===== src/rtl/sm_arbiter.sv =====
// Round-robin arbiter sharing one byte-serial sign-magnitude multiplier between two requesters.
// Each operation: grant, strobe + operands, wait for the result (or time out), report it.
module sm_arbiter #(
    parameter int unsigned TIMEOUT = 63
) (
    input  logic        clk,
    input  logic        rst_b,
    input  logic        req0,
    input  logic        req1,
    input  logic [7:0]  x0,
    input  logic [7:0]  y0,
    input  logic [7:0]  x1,
    input  logic [7:0]  y1,
    output logic        gnt0,
    output logic        gnt1,
    output logic        done0,
    output logic        done1,
    output logic [15:0] res0,
    output logic [15:0] res1,
    output logic        err0,
    output logic        err1,
    output logic        m_bgn,
    output logic [7:0]  m_ibus,
    input  logic [7:0]  m_obus,
    input  logic        m_fin
);

    localparam int unsigned CNT_W = 8;
    localparam logic [CNT_W-1:0] CNT_LAST = CNT_W'(TIMEOUT - 1);

    typedef enum logic [2:0] {
        ST_IDLE,
        ST_START,
        ST_OPX,
        ST_OPY,
        ST_WAIT,
        ST_DONE
    } state_t;

    state_t            state_q;
    logic              ptr_q;
    logic              owner_q;
    logic [7:0]        opx_q;
    logic [7:0]        opy_q;
    logic [7:0]        cap_hi_q;
    logic [7:0]        cap_lo_q;
    logic [CNT_W-1:0]  cnt_q;
    logic              gnt0_q;
    logic              gnt1_q;
    logic              done0_q;
    logic              done1_q;
    logic [15:0]       res0_q;
    logic [15:0]       res1_q;
    logic              err0_q;
    logic              err1_q;
    logic              m_bgn_q;
    logic [7:0]        m_ibus_q;

    logic              pick1_c;
    logic              last_wait_c;

    // Requester 1 wins when it is alone or when the pointer favours it.
    always_comb begin
        pick1_c     = req1 & (~req0 | ptr_q);
        last_wait_c = (cnt_q == CNT_LAST);
    end

    always_ff @(posedge clk) begin
        if (rst_b) begin
            state_q  <= ST_IDLE;
            ptr_q    <= 1'b0;
            owner_q  <= 1'b0;
            opx_q    <= 8'h00;
            opy_q    <= 8'h00;
            cap_hi_q <= 8'h00;
            cap_lo_q <= 8'h00;
            cnt_q    <= '0;
            gnt0_q   <= 1'b0;
            gnt1_q   <= 1'b0;
            done0_q  <= 1'b0;
            done1_q  <= 1'b0;
            res0_q   <= 16'h0000;
            res1_q   <= 16'h0000;
            err0_q   <= 1'b0;
            err1_q   <= 1'b0;
            m_bgn_q  <= 1'b0;
            m_ibus_q <= 8'h00;
        end else begin
            done0_q <= 1'b0;
            done1_q <= 1'b0;
            case (state_q)
                ST_IDLE: begin
                    if (req0 || req1) begin
                        owner_q  <= pick1_c;
                        opx_q    <= pick1_c ? x1 : x0;
                        opy_q    <= pick1_c ? y1 : y0;
                        gnt0_q   <= ~pick1_c;
                        gnt1_q   <= pick1_c;
                        m_bgn_q  <= 1'b1;
                        m_ibus_q <= 8'h00;
                        state_q  <= ST_START;
                    end
                end
                ST_START: begin
                    m_bgn_q  <= 1'b0;
                    m_ibus_q <= opx_q;
                    state_q  <= ST_OPX;
                end
                ST_OPX: begin
                    m_ibus_q <= opy_q;
                    state_q  <= ST_OPY;
                end
                ST_OPY: begin
                    m_ibus_q <= 8'h00;
                    cnt_q    <= '0;
                    cap_hi_q <= 8'h00;
                    cap_lo_q <= 8'h00;
                    state_q  <= ST_WAIT;
                end
                ST_WAIT: begin
                    // Result is the two bytes captured before the cycle m_fin is seen.
                    cap_hi_q <= cap_lo_q;
                    cap_lo_q <= m_obus;
                    cnt_q    <= cnt_q + CNT_W'(1);
                    if (m_fin || last_wait_c) begin
                        state_q <= ST_DONE;
                        if (owner_q) begin
                            done1_q <= 1'b1;
                            res1_q  <= m_fin ? {cap_hi_q, cap_lo_q} : 16'h0000;
                            err1_q  <= ~m_fin;
                        end else begin
                            done0_q <= 1'b1;
                            res0_q  <= m_fin ? {cap_hi_q, cap_lo_q} : 16'h0000;
                            err0_q  <= ~m_fin;
                        end
                    end
                end
                ST_DONE: begin
                    gnt0_q  <= 1'b0;
                    gnt1_q  <= 1'b0;
                    ptr_q   <= ~owner_q;
                    state_q <= ST_IDLE;
                end
                default: begin
                    state_q <= ST_IDLE;
                end
            endcase
        end
    end

    assign gnt0   = gnt0_q;
    assign gnt1   = gnt1_q;
    assign done0  = done0_q;
    assign done1  = done1_q;
    assign res0   = res0_q;
    assign res1   = res1_q;
    assign err0   = err0_q;
    assign err1   = err1_q;
    assign m_bgn  = m_bgn_q;
    assign m_ibus = m_ibus_q;

endmodule


===== config.mk =====
export PLATFORM = sky130hd
export DESIGN_NAME = sm_arbiter
export DESIGN_NICKNAME = d
export VERILOG_FILES = /design/src/rtl/sm_arbiter.sv
export SDC_FILE = /design/constraint.sdc
export NUM_CORES = 1
export LEC_CHECK = 0
export ABC_AREA = 1
export BUFFER_PORTS_ARGS = -buffer_cell sky130_fd_sc_hd__buf_2
export CORE_AREA = 10 10 110 112
export CTS_CLUSTER_DIAMETER = 40
export DETAILED_ROUTE_END_ITERATION = 8
export DIE_AREA = 0 0 120 122
export PLACE_DENSITY = 0.74
export SYNTH_ARGS = -nofsm -noshare
export SYNTH_HDL_FRONTEND = slang
export SYNTH_SLANG_ARGS = --single-unit
export TNS_END_PERCENT = 100

===== constraint.sdc =====
create_clock -name clk -period 4 [get_ports clk]
set_input_delay 0.2 -clock clk [delete_from_list [all_inputs] [get_ports clk]]
set_output_delay 0.2 -clock clk [all_outputs]
set_load 0.01 [all_outputs]

==> impl_metrics.ini <==
[status]
status = complete, no violations

[detailed_routing]
wl_met3_um = 801
dr_wl_met2_um = 4600
m1WireLength_um = 4380
wl_um = 9930
dr.pass1.iters = 4
wl_per_cell_um = 12.6
drt_iter0_markers = 221
top_layer = met5
vias_per_cell = 4.76
route.detailed.drc = 0
dr_total_vias = 3766
antenna_left = 0

[worst_setup_path]
critPathArrivalTime_ns = 2.03
r2r_cells = 5
crit_start = owner_q
slowest_stage = dfxtp_1
r2r_slack_ns = 2.21
cp.required_ns = 4.25
r2r-start = owner_q
crit_path_end_kind = register
path_max_fanout = 28
worstSetupStartpointType = register
critical-path-max-stage-delay_ns = 0.61
crit_type = reg2reg
worstReg2RegEnd = res0[7]
cp_common_cell = nand2_1
cp-endpoint = res0[7]
cp_cell_sequence = clkinv_1 > nand3_4 > nand2_1 > nand2_1 > nor2_1

[die]
die_area_um2 = 14600
die_x_um = 120
row_count = 37
ios = 92
fp.coreArea_um2 = 10000
initial_core_util_pct = 39.7
die_h_um = 122

[cts]
cts_tree = built
clk_latency_ns = 0.36
cts_num_sinks = 92
ctsResizeCount = 0
path_clk_slew_ns = 0.09
cts_buffers = 9
cts-root-buf = clkbuf_8
cts_buffer_depth = 2
holdBufCountCts = 0
post_cts_buffers = 0
ctsHtreeMaxLevel = 3

[grt]
grt_overflow = 0
grt_max_degree = 37
grt_pass1_vias = 3642
track_usage_pct = 13.4
grt_pass1_wl_um = 16500
grt_antenna_before_repair = 1

[placed_design]
dp.cells = 775
dpl-instance-area_um2 = 4480
gp_congestion = 0.827
dp_slack_ns = 1.91
dpl.hpwl_um = 7280
io_buffer_count = 91

[final_layout]
final_cells = 791
multi_input_area_um2 = 1650
postLayoutCellArea_um2 = 4660
area_delta_synth_final_pct = 16.9
nNetsFinal = 697
register_area_um2 = 1840
final_core_util_pct = 46.4
drive_above_1_share_pct = 18.9
diodes = 0
fillers = 1045

[pwr]
peakVddDrop_mv = 0.229
p_total_mw = 1.76
power.internal_mw = 1.26
combPwrFrac_pct = 11.9
clkPwrFrac_pct = 32.1
power_switching_mw = 0.500
switching_share_pct = 28.4
power_frac_seq_pct = 56.0
power_leakage_nw = 2.27
power_density_nw_per_um2 = 377

[logic_synthesis]
ys.warnings.count = 0
synth_area_leaders = dfxtp_1 (46%), nand2_1 (14%), a21oi_1 (9.0%)
syn_avg_cell_area_um2 = 6.94
ys_ff_latch = 92
synth_nets = 621
synth_area_um2 = 3980
ys_seq_area_share_pct = 46.2
synth_top_area_share_pct = 46.2
syn_inst = 574
yosysTopAreaCell = dfxtp_1
synth_cell_types = 33

[timing]
drv_slew = 0
tns_ns = 0
worst_pin_slew_ns = 0.948
skew_ns = 0.0146
max_slew_margin_pct = 36.8
setup_ws_ns = 2.21
max_freq_mhz = 560
final_hold_viol_count = 0
period_minus_slack_ns = 1.79
post-route-period-util_pct = 44.6
rsz0062_at_grt = no
whs_ns = 0.0779
setup_violations = 0

[job]
maxCapViolCount = 0

[worst_hold_path]
hold_class = in2reg
-- how the worst min path moves through the flow --
stage / cells past startpoint / start / slack (ns) / endpoint
floorplan: 2 / y1[1] / 0.34 / opy_q[1]
global placement: 2 / gnt0 / 0.43 / gnt0
detailed placement: 2 / gnt0 / 0.44 / gnt0
CTS: 3 / y1[2] / 0.07 / opy_q[2]
global route: 3 / y1[2] / 0.06 / opy_q[2]
finish: 3 / y1[5] / 0.08 / opy_q[5]
-- critical path: cells and delay by family (launching register included) --
kind                   cells  cell delay [ns]
flip-flops                 1             0.61
buffers and inverters      1             0.42
AND/OR/NAND/NOR            4             0.64
-- per-layer routing --
| layer | vias up | track usage, % |
|---|---|---|
| li1 | 1933 | - |
| met1 | 1705 | 15.4 |
| met2 | 110 | 22.3 |
| met3 | 16 | 5.60 |
| met4 | 2 | 4.15 |
| met5 | - | 0 |
-- cells in the mapped netlist, drive strengths merged --
cell    count
nand2     150
dfxtp      92
inv        92
a21oi      73
nor2       69
o21ai      23
buf        17
nand4      14
clkbuf     11
nand3      10
o22ai       8
nor3        5
ha          2
o31ai       2
or2         2
a31oi       1
clkinv      1
o211ai      1
o21bai      1
-- power groups by stage --
| stage | Combinational [mW] | Sequential, mW | Clock, mW |
|---|---|---|---|
| floorplan | 0.142 | 1.00 | 0 |
| global placement | 0.203 | 1.00 | 0 |
| detailed placement | 0.209 | 1.00 | 0 |
| CTS | 0.211 | 0.984 | 0.573 |
| global route | 0.239 | 0.989 | 0.615 |
| finish | 0.210 | 0.984 | 0.563 |
-- layout by cell type (no fill, tap or decap), drive strengths merged --
cell type	Yosys	final
o21bai	1	1
nor2	69	69
o211ai	1	1
dfxtp	92	92
o21ai	23	23
or2	2	2
a21oi	73	73
inv	92	94
buf	17	93
a31oi	1	1
nand2	150	150
o22ai	8	8
nor3	5	5
ha	2	2
nand4	14	14
o31ai	2	2
clkinvlp	0	1
clkbuf	11	9
clkinv	1	5
nand3	10	10
-- kinds of logic (layout without fill, tap and decap cells) --
family | after synthesis | in the layout | synth area share, %
buf+inv | 121 | 202 | 12.3
simple gates | 250 | 250 | 26.5
flops | 92 | 92 | 46.2
fa+ha+maj | 2 | 2 | 0.628
compound gates | 109 | 109 | 14.3
-- flip-flops by register name, summed over array words and instances (netlist names), 3 cells and up --
signal / flops
cnt_q: 8
cap_lo_q: 8
opx_q: 8
cap_hi_q: 8
m_ibus: 8
res0: 16
state_q: 3
opy_q: 8
res1: 16
-- cell type report --
class / instances / area share (%)
Tap cell: 136 / 3.65
Clock buffer: 9 / 2.66
Sequential cell: 92 / 39.5
Multi-Input combinational cell: 361 / 35.4
Timing Repair Buffer: 93 / 10.1
Inverter: 93 / 7.55
Clock inverter: 7 / 1.05
Power figures use the tool's default switching activity.
